<file path="src/rtl/ethernet_header_pkg.sv">
// Shared Ethernet header type plus the constants, state type and CRC helpers
// used by the frame serializer and its CRC register.
package ethernet_header_pkg;

    typedef struct packed {
        logic [0:5][7:0] mac_destination;
        logic [0:5][7:0] mac_source;
        logic [0:1][7:0] eth_type_length;
    } ethernet_header;

    localparam logic [7:0]  PREAMBLE_BYTE   = 8'h55;
    localparam logic [7:0]  SFD_BYTE        = 8'hD5;
    localparam int          MIN_PAYLOAD     = 46;
    localparam int          HEADER_BYTES    = 14;
    localparam int          PREAMBLE_BYTES  = 7;
    localparam int          FCS_BYTES       = 4;
    localparam logic [31:0] CRC32_POLY_REFL = 32'hEDB88320;
    localparam logic [31:0] CRC32_INIT      = 32'hFFFFFFFF;

    typedef enum logic [3:0] {
        ST_IDLE     = 4'd0,
        ST_PREAMBLE = 4'd1,
        ST_SFD      = 4'd2,
        ST_HEADER   = 4'd3,
        ST_PAYLOAD  = 4'd4,
        ST_PAD      = 4'd5,
        ST_DRAIN    = 4'd6,
        ST_FCS      = 4'd7,
        ST_IFG      = 4'd8
    } eth_tx_state_t;

    // One byte of the reflected CRC-32, LSB of the data first.
    function automatic logic [31:0] crc32_byte(input logic [31:0] crc, input logic [7:0] data);
        logic [31:0] c;
        c = crc ^ {24'h000000, data};
        for (int i = 0; i < 8; i++) begin
            if (c[0]) begin
                c = (c >> 1) ^ CRC32_POLY_REFL;
            end else begin
                c = c >> 1;
            end
        end
        return c;
    endfunction

    // Header byte in wire order; the struct layout is already network order.
    function automatic logic [7:0] header_byte(input ethernet_header hdr, input logic [3:0] idx);
        logic [0:13][7:0] bytes;
        bytes = hdr;
        if (idx < 4'd14) begin
            return bytes[idx];
        end else begin
            return 8'h00;
        end
    endfunction

endpackage

</file>
<file path="src/rtl/eth_crc32.sv">
// Byte-wide CRC-32 accumulator; clear has priority over en.
module eth_crc32
    import ethernet_header_pkg::*;
(
    input  logic        clk,
    input  logic        rst_n,
    input  logic        clear,
    input  logic        en,
    input  logic [7:0]  data,
    output logic [31:0] crc
);

    logic [31:0] crc_r;

    // CRC state register
    always_ff @(posedge clk or negedge rst_n) begin
        if (!rst_n) begin
            crc_r <= CRC32_INIT;
        end else if (clear) begin
            crc_r <= CRC32_INIT;
        end else if (en) begin
            crc_r <= crc32_byte(crc_r, data);
        end else begin
            crc_r <= crc_r;
        end
    end

    assign crc = crc_r;

endmodule

</file>
<file path="src/rtl/eth_frame_tx.sv">
// Ethernet frame serializer: preamble/SFD, header, payload pass-through,
// zero pad, CRC-32 FCS and inter-frame gap on a valid/ready byte stream.
module eth_frame_tx
    import ethernet_header_pkg::*;
#(
    parameter int MAX_PAYLOAD = 1500,
    parameter int IFG_CYCLES  = 12
) (
    input  logic           clk,
    input  logic           rst_n,
    input  logic           start,
    input  ethernet_header header,
    output logic           busy,
    input  logic [7:0]     s_data,
    input  logic           s_valid,
    input  logic           s_last,
    output logic           s_ready,
    output logic [7:0]     m_data,
    output logic           m_valid,
    output logic           m_last,
    input  logic           m_ready,
    output logic           trunc_err
);

    localparam int PW = ($clog2(MAX_PAYLOAD + 1) > 7) ? $clog2(MAX_PAYLOAD + 1) : 7;
    localparam logic [PW-1:0] PAY_MAX  = PW'(MAX_PAYLOAD);
    localparam logic [PW-1:0] PAY_MIN  = PW'(MIN_PAYLOAD);
    localparam logic [15:0]   PRE_LAST = 16'(PREAMBLE_BYTES - 1);
    localparam logic [15:0]   HDR_LAST = 16'(HEADER_BYTES - 1);
    localparam logic [15:0]   FCS_LAST = 16'(FCS_BYTES - 1);
    localparam logic [15:0]   IFG_LAST = 16'(IFG_CYCLES - 1);

    eth_tx_state_t   state_r;
    logic [15:0]     cnt_r;
    logic [PW-1:0]   pay_cnt_r;
    ethernet_header  hdr_r;
    logic            trunc_err_r;

    logic [7:0]      m_data_s;
    logic            m_valid_s;
    logic            m_last_s;
    logic            s_ready_s;
    logic            m_acc_s;
    logic            s_acc_s;
    logic            crc_en_s;
    logic [31:0]     crc_s;
    logic [PW-1:0]   pay_next_s;

    // Output stream and payload-ready decode from the current state
    always_comb begin
        m_data_s  = 8'h00;
        m_valid_s = 1'b0;
        m_last_s  = 1'b0;
        s_ready_s = 1'b0;
        case (state_r)
            ST_PREAMBLE: begin
                m_data_s  = PREAMBLE_BYTE;
                m_valid_s = 1'b1;
            end
            ST_SFD: begin
                m_data_s  = SFD_BYTE;
                m_valid_s = 1'b1;
            end
            ST_HEADER: begin
                m_data_s  = header_byte(hdr_r, cnt_r[3:0]);
                m_valid_s = 1'b1;
            end
            ST_PAYLOAD: begin
                m_data_s  = s_data;
                m_valid_s = s_valid;
                s_ready_s = m_ready;
            end
            ST_PAD: begin
                m_data_s  = 8'h00;
                m_valid_s = 1'b1;
            end
            ST_DRAIN: begin
                s_ready_s = 1'b1;
            end
            ST_FCS: begin
                m_data_s  = ~crc_s[{cnt_r[1:0], 3'b000} +: 8];
                m_valid_s = 1'b1;
                m_last_s  = (cnt_r == FCS_LAST);
            end
            default: begin
                m_data_s  = 8'h00;
                m_valid_s = 1'b0;
                m_last_s  = 1'b0;
                s_ready_s = 1'b0;
            end
        endcase
    end

    assign m_acc_s    = m_valid_s && m_ready;
    assign s_acc_s    = s_valid && s_ready_s;
    assign pay_next_s = pay_cnt_r + PW'(1);
    assign crc_en_s   = m_acc_s &&
                        ((state_r == ST_HEADER) || (state_r == ST_PAYLOAD) || (state_r == ST_PAD));

    eth_crc32 u_crc (
        .clk   (clk),
        .rst_n (rst_n),
        .clear (state_r == ST_IDLE),
        .en    (crc_en_s),
        .data  (m_data_s),
        .crc   (crc_s)
    );

    // Frame sequencing FSM with its counters and the truncation pulse
    always_ff @(posedge clk or negedge rst_n) begin
        if (!rst_n) begin
            state_r     <= ST_IDLE;
            cnt_r       <= 16'd0;
            pay_cnt_r   <= '0;
            hdr_r       <= '0;
            trunc_err_r <= 1'b0;
        end else begin
            trunc_err_r <= 1'b0;
            case (state_r)
                ST_IDLE: begin
                    cnt_r     <= 16'd0;
                    pay_cnt_r <= '0;
                    if (start) begin
                        hdr_r   <= header;
                        state_r <= ST_PREAMBLE;
                    end
                end
                ST_PREAMBLE: begin
                    if (m_acc_s) begin
                        if (cnt_r == PRE_LAST) begin
                            cnt_r   <= 16'd0;
                            state_r <= ST_SFD;
                        end else begin
                            cnt_r <= cnt_r + 16'd1;
                        end
                    end
                end
                ST_SFD: begin
                    if (m_acc_s) begin
                        cnt_r   <= 16'd0;
                        state_r <= ST_HEADER;
                    end
                end
                ST_HEADER: begin
                    if (m_acc_s) begin
                        if (cnt_r == HDR_LAST) begin
                            cnt_r   <= 16'd0;
                            state_r <= ST_PAYLOAD;
                        end else begin
                            cnt_r <= cnt_r + 16'd1;
                        end
                    end
                end
                ST_PAYLOAD: begin
                    // s_last wins over the cap, so an exactly-MAX payload is not truncated
                    if (s_acc_s) begin
                        pay_cnt_r <= pay_next_s;
                        if (s_last) begin
                            cnt_r   <= 16'd0;
                            state_r <= (pay_next_s < PAY_MIN) ? ST_PAD : ST_FCS;
                        end else if (pay_next_s == PAY_MAX) begin
                            state_r <= ST_DRAIN;
                        end
                    end
                end
                ST_PAD: begin
                    if (m_acc_s) begin
                        pay_cnt_r <= pay_next_s;
                        if (pay_next_s == PAY_MIN) begin
                            cnt_r   <= 16'd0;
                            state_r <= ST_FCS;
                        end
                    end
                end
                ST_DRAIN: begin
                    if (s_acc_s && s_last) begin
                        trunc_err_r <= 1'b1;
                        cnt_r       <= 16'd0;
                        state_r     <= ST_FCS;
                    end
                end
                ST_FCS: begin
                    if (m_acc_s) begin
                        if (cnt_r == FCS_LAST) begin
                            cnt_r   <= 16'd0;
                            state_r <= (IFG_CYCLES == 0) ? ST_IDLE : ST_IFG;
                        end else begin
                            cnt_r <= cnt_r + 16'd1;
                        end
                    end
                end
                ST_IFG: begin
                    if (cnt_r == IFG_LAST) begin
                        cnt_r   <= 16'd0;
                        state_r <= ST_IDLE;
                    end else begin
                        cnt_r <= cnt_r + 16'd1;
                    end
                end
                default: begin
                    cnt_r   <= 16'd0;
                    state_r <= ST_IDLE;
                end
            endcase
        end
    end

    assign busy      = (state_r != ST_IDLE);
    assign m_data    = m_data_s;
    assign m_valid   = m_valid_s;
    assign m_last    = m_last_s;
    assign s_ready   = s_ready_s;
    assign trunc_err = trunc_err_r;

endmodule

</file>
<file path="config.mk">
export PLATFORM = sky130hd
export DESIGN_NAME = eth_frame_tx
export DESIGN_NICKNAME = d
export VERILOG_FILES = /design/src/rtl/ethernet_header_pkg.sv /design/src/rtl/eth_crc32.sv /design/src/rtl/eth_frame_tx.sv
export SDC_FILE = /design/constraint.sdc
export NUM_CORES = 1
export LEC_CHECK = 0
export ABC_AREA = 0
export CORE_UTILIZATION = 50
export DETAILED_ROUTE_END_ITERATION = 7
export PLACE_DENSITY = 0.77
export SYNTH_ARGS = -nofsm -noshare
export SYNTH_HDL_FRONTEND = slang
export SYNTH_HIERARCHICAL = 1
export SYNTH_SLANG_ARGS = --single-unit
</file>
<file path="constraint.sdc">
create_clock -name clk -period 3.7 [get_ports clk]
set_clock_uncertainty 0.2 [all_clocks]
set_input_delay 0.74 -clock clk [delete_from_list [all_inputs] [get_ports clk]]
set_output_delay 0.74 -clock clk [all_outputs]
set_load 0.01 [all_outputs]
</file>
==> results by group, run 1 <==
Synthesis
  – Register area share after synthesis: 44.77%
  – Synth async-reset ratio: 100.0%
  – Top_reg_cell synth: dfrtp_1
  – Top cells by area, synth: dfrtp_1 36%, mux2_2 13%, dfstp_2 8.5%
  – Synth cell count leaders: 144 x dfrtp_1, 113 x mux2_2, 46 x nand2_1
  – Mapped Cells: 810
  – Post-Syn Area: between 9000 and 10000 um2
  – Seq cells post-synth: 176
  – Most frequent cell after synthesis: dfrtp_1
  – Syn Area/Cell: 12.25 um2
  – Net Count, Synth: 942
  – EDFF count, synth: 0
  – Post-synth cell types: 66
  – Yosys top cell area share: 36.30%
  – Synth area leader: dfrtp_1
  – Synth warn: 6

Placed design
  – PortBufs: about 140
  – GP Congestion: 0.8508
  – Inst Count DP: 1210
  – Hpwl dp: 17.47 mm
  – Place WS: 0.03908 ns
  – Placed cell area: between 10000 and 15000 um2

Timing
  – Final slew viol count: 0
  – Final Hold Fails: 0
  – Period utilisation layout: 100.9%
  – Worst Tran Pin Value: 0.8336 ns
  – Final Worst Setup Slack: -0.03268 ns
  – RSZ-0062 raised after global routing: true
  – Max Fclk: 267.9 MHz
  – Final hold slack: 0.1695 ns
  – Final Setup Violations: 2
  – Fin crit period: 3.733 ns
  – Normalized max-slew margin: about 44%

Floorplanning
  – DIE WIDTH: ~140 um
  – Full die area: 20420 um2
  – Io pins: 139
  – Core area: 19460 um2
  – FP Rows: between 50 and 60
  – Die Y: 142.9 um
  – Starting Density: 51.00%

Worst setup path
  – Crit. End Element: primary output
  – Largest fanout on the critical path: 5
  – FF-to-FF path depth: 12
  – R2R Setup Slk: 0.05 ns
  – Worst setup path start: cnt_r[0]
  – Critical Path RT: 2.76 ns
  – CP Data Arrival Time: 2.79 ns
  – Reg-to-reg startpoint: cnt_r[0]
  – Worst setup SP type: flop
  – Worst setup path class: reg2out
  – FF-to-FF End: u_crc/crc[19]

Status
  – Status: finished with violations
  – Violated checks: negative setup slack

Clock network
  – Clk root buf: clkbuf_16
  – CTS tree: yes
  – CTS max path bufs: 2
  – CTS Sinks: 176
  – Num CTS Buffers: 17
  – Reg clk slew, reported paths: 0.08 ns
  – Clk_lat worst skew: 0.44 ns
  – H-tree levels: 4
  – Post-CTS Hold Fix Bufs: 0

Pwr
  – Max VDD drop: between 0.7 and 0.8 mV
  – Register share of total power: 23.7%
  – Clock power share: 12.0%
  – Leakage power: about 5.2 nW
  – Net Sw Frac: 37.08%
  – Cell-internal power: between 9 and 10 mW
  – Pwr dens: roughly 1200 nW/um2
  – Pwr Total: 14.94 mW
  – Comb pwr share: between 60% and 70%
  – Net switching power: 5.540 mW

Layout
  – Finished Layout Cells: 1253
  – Layout fillers: between 1000 and 1500
  – P&R area growth vs syn: 26.93%
  – Layout cells sized above 1: 30.70%
  – Cell area after layout: 12600 um2
  – Final nets: 1106

Flow run
  – Max_cap viols: 0

GRT
  – Number of global-route vias before repair: 7358
  – GRT Total Usage: 25.64%
  – Initial antenna violation count: 2
  – Total gr overflow: 0
  – First-pass GRT wire length: about 40 mm
  – Pin count of the biggest net entering global routing: approximately 90

Route
  – Post-DR vias/cell: about 5.7
  – Via count: 7145
  – Remaining antenna violation count: 0
  – Residual DRC: 0
  – Routed wire length: 24.37 mm
  – WL/cell: 19.45 um
  – Pre-antenna DRT Iters: 6
  – DRT iter0 DRCs: roughly 600

Worst hold path
  – Hold Path Class: in2async
==> per-stage QoR <==
stage | util (%) | setup TNS (ns)
finish | 64.73 | -0.03892
global route | 64.72 | -0.6527
CTS | 64.40 | -0.05046
detailed placement | 61.05 | 0
global placement | 61.05 | 0
floorplan | - | 0
==> area by class of cell <==
class	count	area, um2	area share [%]
repair buffers	195	1887	14.98
clock inverters	15	166.4	1.321
clock buffers	17	425.4	3.377
diodes	1	2.502	0.01986
well taps	265	331.6	2.632
inverters	11	41.29	0.3277
flip-flops and latches	176	4446	35.29
multi-input cells	573	5299	42.06
==> how the worst max path moves through the flow <==
stage,depth (start not counted),endpoint,slack [ns]
floorplan,11,u_crc/crc[27],0.004
global placement,12,u_crc/crc[16],0.08
detailed placement,12,u_crc/crc[16],0.04
CTS,9,m_data[3],-0.04
global route,9,m_data[6],-0.09
finish,9,m_data[6],-0.03
==> what timing repair did <==
| item | 4_1_cts | 5_1_grt |
|---|---|---|
| buffers inserted | 5 | 5 |
| resized for setup | 19 | 8 |
| pin swaps | 7 | 9 |
| endpoints found under the setup margin | 10 | 21 |
==> state kept, by name, indices dropped and copies added (netlist names) <==
signal,count
cnt_r,16
u_crc/crc,32
hdr_r,112
state_r,4
pay_cnt_r,11
trunc_err,1
==> cells by family after synthesis <==
group,Yosys count,synth area share (%)
AOI/OAI and AO/OA,160,10.51
xor gates and xnor gates,66,10.29
adders and majority gates,6,0.7563
buffers and inverters,61,2.534
DFF,176,44.78
muxes,163,21.91
and+or+nand+nor,178,9.227
==> critical path: stages (launching register included) <==
cell and delay [ns]:
dfrtp_2 0.41, buf_4 0.14, buf_12 0.10, mux4_2 0.53
mux2i_1 0.16, nor2_1 0.07, a21oi_1 0.15, o21ai_1 0.16
a22o_2 0.32, dlygate4sd2_1 0.32
==> cells in the final DEF (no fill, tap or decap), types with 4 or more instances in the layout <==
| cell | n |
|---|---|
| xor2_1 | 6 |
| o211ai_1 | 4 |
| clkdlybuf4s50_1 | 128 |
| inv_6 | 5 |
| xnor2_1 | 28 |
| or3_1 | 6 |
| mux4_2 | 32 |
| buf_12 | 7 |
| dfstp_2 | 32 |
| a211o_1 | 19 |
| xnor3_1 | 11 |
| dlygate4sd2_1 | 7 |
| clkinv_8 | 4 |
| o31ai_1 | 11 |
| nand2b_1 | 10 |
| mux2i_1 | 15 |
| o21ai_1 | 9 |
| xor3_1 | 5 |
| o21ai_0 | 40 |
| xnor2_4 | 8 |
| a221o_1 | 4 |
| nor4_1 | 5 |
| clkbuf_16 | 17 |
| buf_4 | 50 |
| a211oi_1 | 5 |
| inv_8 | 4 |
| ha_1 | 6 |
| a21oi_1 | 34 |
| nor2_1 | 40 |
| xnor2_2 | 4 |
| nor3_1 | 13 |
| mux2_2 | 113 |
| nand2_1 | 45 |
| inv_1 | 10 |
| nand3_1 | 15 |
| nor2b_1 | 24 |
| dfrtp_1 | 143 |
==> per-layer routing <==
layer | GRT usage (%) | routed length [um] | vias to the layer above
li1 | - | - | 3313
met3 | 4.930 | 1415 | 39
met4 | 8.263 | 471 | 2
met5 | 0 | 13 | -
met2 | 40.92 | 11700 | 233
met1 | 35.36 | 10770 | 3558
==> power groups by stage <==
| stage | Clock [mW] | Combinational, mW | Sequential, mW |
|---|---|---|---|
| 2_1_floorplan | 0 | 7.06 | 3.27 |
| 3_3_place_gp | 0 | 9.06 | 3.53 |
| 3_5_place_dp | 0 | 9.25 | 3.56 |
| 4_1_cts | 1.82 | 9.38 | 3.53 |
| 5_1_grt | 1.91 | 10.2 | 3.64 |
| 6_report | 1.79 | 9.61 | 3.54 |
Note: power is estimated with default switching activity, not from simulation.
==> inputs of run 2 (changes only) <==
--- a/config.mk
+++ b/config.mk
@@ -6,9 +6,9 @@
 export NUM_CORES = 1
 export LEC_CHECK = 0
 export ABC_AREA = 0
-export CORE_UTILIZATION = 50
+export CORE_UTILIZATION = 56
 export DETAILED_ROUTE_END_ITERATION = 7
-export PLACE_DENSITY = 0.77
+export PLACE_DENSITY = 0.81
 export SYNTH_ARGS = -nofsm -noshare
 export SYNTH_HDL_FRONTEND = slang
 export SYNTH_HIERARCHICAL = 1
==> constraint.sdc (replaced) <==
create_clock -name clk -period 4.1 [get_ports clk]
set_clock_uncertainty 0.2 [all_clocks]
set_input_delay 0.82 -clock clk [delete_from_list [all_inputs] [get_ports clk]]
set_output_delay 0.82 -clock clk [all_outputs]
set_load 0.01 [all_outputs]
==> results by group, run 2 (synthesized netlist as in run 1, its figures left out) <==
Layout
  – Cell area after layout: 12350 um2
  – Max reg flops: 112
  – P&R area growth vs syn: 24.43%
  – Footprint of the multi-input gates: between 5000 and 6000 um2
  – Most common cell after layout, fill and taps aside: dfrtp_1
  – Layout fillers: between 1000 and 1500
  – Layout cells sized above 1: 28.36%
  – Commonest cells after routing, fill and taps aside: 143 x dfrtp_1, 133 x clkdlybuf4s50_1, 113 x mux2_2
  – Largest reg by FF count: hdr_r
  – Register area: 4446 um2
  – Final nets: 1078
  – # diodes: 0

Timing
  – Period utilisation layout: 97.99%
  – Final Hold Fails: 0
  – Final Setup Violations: 0
  – Final hold slack: 0.2317 ns
  – Fin crit period: between 4 and 5 ns
  – Normalized max-slew margin: 48.94%
  – RSZ-0062 raised after global routing: true
  – Worst Tran Pin Value: 0.7660 ns
  – Final slew viol count: 0
  – Final Worst Setup Slack: approximately 0.082 ns
  – Fin Setup TNS: 0 ns
  – Max Fclk: ~250 MHz

Floorplanning
  – Io pins: around 140
  – Core area: between 15000 and 20000 um2
  – Starting Density: 57.39%
  – DIE WIDTH: 135.1 um
  – Die Y: 135.1 um
  – FP Rows: 48
  – Full die area: about 18000 um2

Pwr
  – Net switching power: 4.880 mW
  – Leakage power: 5.113 nW
  – Register share of total power: 24.4%
  – Cell-internal power: about 8.3 mW
  – Net Sw Frac: 37.04%
  – Comb pwr share: roughly 62%
  – Pwr Total: 13.18 mW
  – Clock power share: between 10% and 20%
  – Max VDD drop: 0.6955 mV
  – Pwr dens: 1067 nW/um2

Worst setup path
  – Worst setup path class: reg2out
  – Crit-path cells: bufbuf_16, mux4_2, mux2i_1, nor2_1, a21oi_1, o21ai_1, a22o_2, clkdlybuf4s50_1
  – Crit. End Element: primary output
  – Largest fanout on the critical path: 12
  – Critical path's largest stage delay: 0.50 ns
  – Crit path buf inv count: 2
  – CP max-delay cell: mux4_2
  – Worst setup SP type: flop
  – Critical Path RT: just over 3 ns
  – CP Data Arrival Time: 3.00 ns
  – Cell family with most CP delay: buffers and inverters

Status
  – Status: finished, final reports clean

Route
  – Remaining antenna violation count: 0
  – Met1 WL: 10.45 mm
  – Max layer used: met4
  – Via count: 7115
  – Routed length on met3: 1.656 mm
  – DRT iter0 DRCs: 509
  – WL/cell: 20.39 um
  – Pre-antenna DRT Iters: 5
  – Routed wire length: 24.15 mm
  – Post-DR vias/cell: between 6 and 7
  – Residual DRC: 0
  – DR WL met2: ~12 mm

Clock network
  – H-tree levels: 4
  – Reg clk slew, reported paths: roughly 0.070 ns
  – Clk root buf: clkbuf_16
  – CTS tree: yes
  – Clk_lat worst skew: 0.44 ns
  – CTS Sinks: 176
  – Num CTS Buffers: 17
  – Post-CTS Hold Fix Bufs: 0
  – CTS max path bufs: 2

Flow run
  – Max_cap viols: 0

GRT
  – Pin count of the biggest net entering global routing: ~110
  – Number of global-route vias before repair: ~7100
  – First-pass GRT wire length: 38.53 mm
  – GRT Total Usage: approximately 28%
  – Total gr overflow: 0
  – Initial antenna violation count: 0

Placed design
  – Placed cell area: 11630 um2
  – Place WS: around 0.24 ns
  – Hpwl dp: roughly 17 mm
  – GP Congestion: 0.9134
  – PortBufs: 138

Worst hold path
  – Hold Path Class: in2async
-- run 2: final timing paths --
check,start,endpoint,slack [ns],depth (start not counted)
setup / recovery,cnt_r[0],m_data[2],0.08,8
hold / removal,rst_n,pay_cnt_r[3],0.23,1
setup reg to reg,cnt_r[0],u_crc/crc[19],0.14,11
hold reg to reg,hdr_r[95],hdr_r[95],0.31,1
max in group asynchronous,rst_n,hdr_r[88],2.54,2
min in group clk,hdr_r[95],hdr_r[95],0.31,1
-- run 2: cell type report --
cell class,count,share of cell area [%]
multi-input cells,573,42.72
flip-flops and latches,176,35.99
repair buffers,167,13.48
clock buffers,17,3.444
well taps,225,2.279
clock inverters,15,1.742
inverters,11,0.3343
-- run 2: what timing repair did --
action	CTS	global route
setup buffers	0	1
endpoints found under the setup margin	6	6
pin swaps	1	2
gates cloned	1	0
gates resized for setup	5	11
-- run 2: routing by layer --
metal / vias to the layer above / global-route usage, %
met5: - / 0
met4: 0 / 8.552
met3: 34 / 6.248
met2: 275 / 44.87
met1: 3557 / 38.54
li1: 3249 / -
-- run 2: worst register-to-register path, stage by stage (launching register included) --
cell and delay, ns:
dfrtp_2 0.40, buf_12 0.17, mux4_2 0.54, mux2i_2 0.22, nor2_1 0.07, a21oi_1 0.24, o21ai_0 0.20, a221o_1 0.38
xor2_1 0.39, xnor3_1 0.58, xnor3_1 0.35, o21ai_0 0.15
-- run 2: power by group through the flow --
stage | clock (mW) | sequential (mW) | combinational [mW]
3_3_place_gp | 0 | 3.18 | 7.81
6_report | 1.76 | 3.22 | 8.20
5_1_grt | 1.85 | 3.30 | 8.68
4_1_cts | 1.79 | 3.21 | 8.10
3_5_place_dp | 0 | 3.22 | 7.96
2_1_floorplan | 0 | 2.95 | 6.37
-- run 2: through the flow --
step                utilization [%]  std cells
finish                        71.40       1184
global route                  71.40       1184
CTS                           71.18       1183
detailed placement            67.25       1150
global placement              67.25       1150
floorplan                         -        810
==> inputs of run 3 (changes only) <==
==> constraint.sdc (replaced) <==
create_clock -name clk -period 4.1 [get_ports clk]
set_clock_uncertainty 0.2 [all_clocks]
set_input_delay 0.615 -clock clk [delete_from_list [all_inputs] [get_ports clk]]
set_output_delay 0.615 -clock clk [all_outputs]
set_load 0.01 [all_outputs]
==> results by group, run 3 (synthesized netlist as in run 1, its figures left out) <==
Worst setup path
  – CP max-delay cell: mux4_2
  – Reg-to-reg startpoint: cnt_r[0]
  – Worst setup path class: reg2out
  – CP Data Arrival Time: about 3.1 ns
  – Cell family with most CP delay: buffers and inverters
  – Crit. End Element: primary output
  – Crit-path cells: buf_12, mux4_2, mux2i_1, nor2_1, a21oi_1, o21ai_0, a22o_1, clkdlybuf4s50_1
  – Critical path's largest stage delay: 0.53 ns
  – Worst setup SP type: flop
  – Crit path buf inv count: 2
  – Critical Path RT: about 3.3 ns
  – R2R Setup Slk: 0.20 ns
  – Largest fanout on the critical path: 21
  – FF-to-FF End: u_crc/crc[19]
  – FF-to-FF path depth: 11

Placed design
  – Hpwl dp: 17.48 mm
  – Place WS: 0.2827 ns
  – Inst Count DP: 1149
  – PortBufs: around 140
  – GP Congestion: ~0.87
  – Placed cell area: 11600 um2

GRT
  – First-pass GRT wire length: 39.55 mm
  – Number of global-route vias before repair: 7336
  – GRT Total Usage: 28.60%
  – Pin count of the biggest net entering global routing: 97
  – Initial antenna violation count: 2
  – Total gr overflow: 0

Layout
  – Cell area after layout: 12230 um2
  – P&R area growth vs syn: 23.22%
  – Most common cell after layout, fill and taps aside: dfrtp_1
  – Footprint of the multi-input gates: 5241 um2
  – Finished Layout Cells: 1181
  – Layout fillers: 1207
  – Commonest cells after routing, fill and taps aside: 143 x dfrtp_1, 137 x clkdlybuf4s50_1, 113 x mux2_2
  – # diodes: 0
  – Core Util, Final: 70.71%
  – Final nets: 1075
  – Largest reg by FF count: hdr_r
  – Max reg flops: 112
  – Register area: 4446 um2
  – Layout cells sized above 1: 27.20%

Clock network
  – CTS Sinks: roughly 180
  – Num CTS Buffers: 17
  – Post-CTS Hold Fix Bufs: 0
  – H-tree levels: 4
  – Reg clk slew, reported paths: 0.07 ns
  – Cts repair resizes: 0
  – CTS tree: yes
  – Clk_lat worst skew: 0.44 ns
  – Clk root buf: clkbuf_16
  – CTS max path bufs: 2
  – Post-CTS Setup Repair Bufs: 0

Timing
  – Worst Tran Pin Value: 1.161 ns
  – Final hold slack: approximately 0.053 ns
  – Final Hold Fails: 0
  – Final slew viol count: 0
  – Fin Setup TNS: 0 ns
  – Normalized max-slew margin: 22.59%
  – Final Setup Violations: 0
  – Final Worst Setup Slack: 0.1421 ns
  – Period utilisation layout: between 90% and 100%
  – Fin crit period: slightly below 4 ns
  – Max Fclk: 252.7 MHz
  – RSZ-0062 raised after global routing: false

Route
  – WL/cell: 20.36 um
  – DRT iter0 DRCs: 513
  – Pre-antenna DRT Iters: 5
  – Post-DR vias/cell: 6.014
  – Via count: 7102
  – Remaining antenna violation count: 0
  – Residual DRC: 0
  – Routed wire length: 24.05 mm

Floorplanning
  – Core area: between 15000 and 20000 um2
  – Io pins: 139
  – Starting Density: 57.39%
  – DIE WIDTH: 135.1 um
  – Full die area: 18260 um2
  – FP Rows: 48
  – Die Y: 135.1 um

Pwr
  – Pwr Total: 13.07 mW
  – Pwr dens: 1069 nW/um2
  – Max VDD drop: 0.7651 mV
  – Leakage power: 5.024 nW

Flow run
  – Max_cap viols: 0

Status
  – Status: finished, final reports clean

Worst hold path
  – Hold Path Class: in2async
run 3: cell types whose count changed in the layout (fill, tap and decap cells not counted), sizes merged, moves of 2 or more:
cell / change
dlygate4sd2: -2
clkdlybuf4s50: +4
bufinv: -2
dlymetal6s2s: -2
clkinv: +5
clkinvlp: -2
buf: -2
run 3: cell type report:
type                       count  share of cell area (%)
clock buffer                  17                   3.478
clock inverter                15                   1.678
inverter                      11                  0.3376
multi-input combinational    573                   42.85
sequential                   176                   36.35
tap                          225                   2.302
timing repair buffer         164                   13.00
run 3: worst register-to-register path, stage by stage, from the launching register on:
cell,delay (ns)
dfrtp_2,0.47
buf_12,0.23
mux4_2,0.52
mux2i_1,0.13
nor2_1,0.08
a21oi_1,0.14
o21ai_0,0.11
a221o_1,0.36
xor2_1,0.46
xnor3_1,0.58
xnor3_1,0.36
o21ai_0,0.17
run 3: worst max path at each step:
| stage | to | depth (start not counted) | start |
|---|---|---|---|
| final | m_data[2] | 8 | cnt_r[0] |
| after global routing | u_crc/crc[19] | 11 | cnt_r[0] |
| after CTS | m_data[6] | 8 | cnt_r[0] |
| after detailed placement | u_crc/crc[19] | 11 | cnt_r[0] |
| after global placement | u_crc/crc[19] | 11 | cnt_r[0] |
| after floorplan | u_crc/crc[27] | 11 | cnt_r[0] |
run 3: where the power goes:
part | switching (mW) | leakage [nW] | internal [mW]
Sequential | 0.640 | 2.11 | 2.62
Clock | 0.804 | 0.305 | 0.890
Combinational | 3.49 | 2.60 | 4.62
run 3: routing by layer:
| layer | track usage [%] | wire length [um] |
|---|---|---|
| met4 | 9.488 | 486 |
| met3 | 7.557 | 1719 |
| met5 | 0 | 12 |
| met2 | 44.53 | 11470 |
| met1 | 39.03 | 10370 |
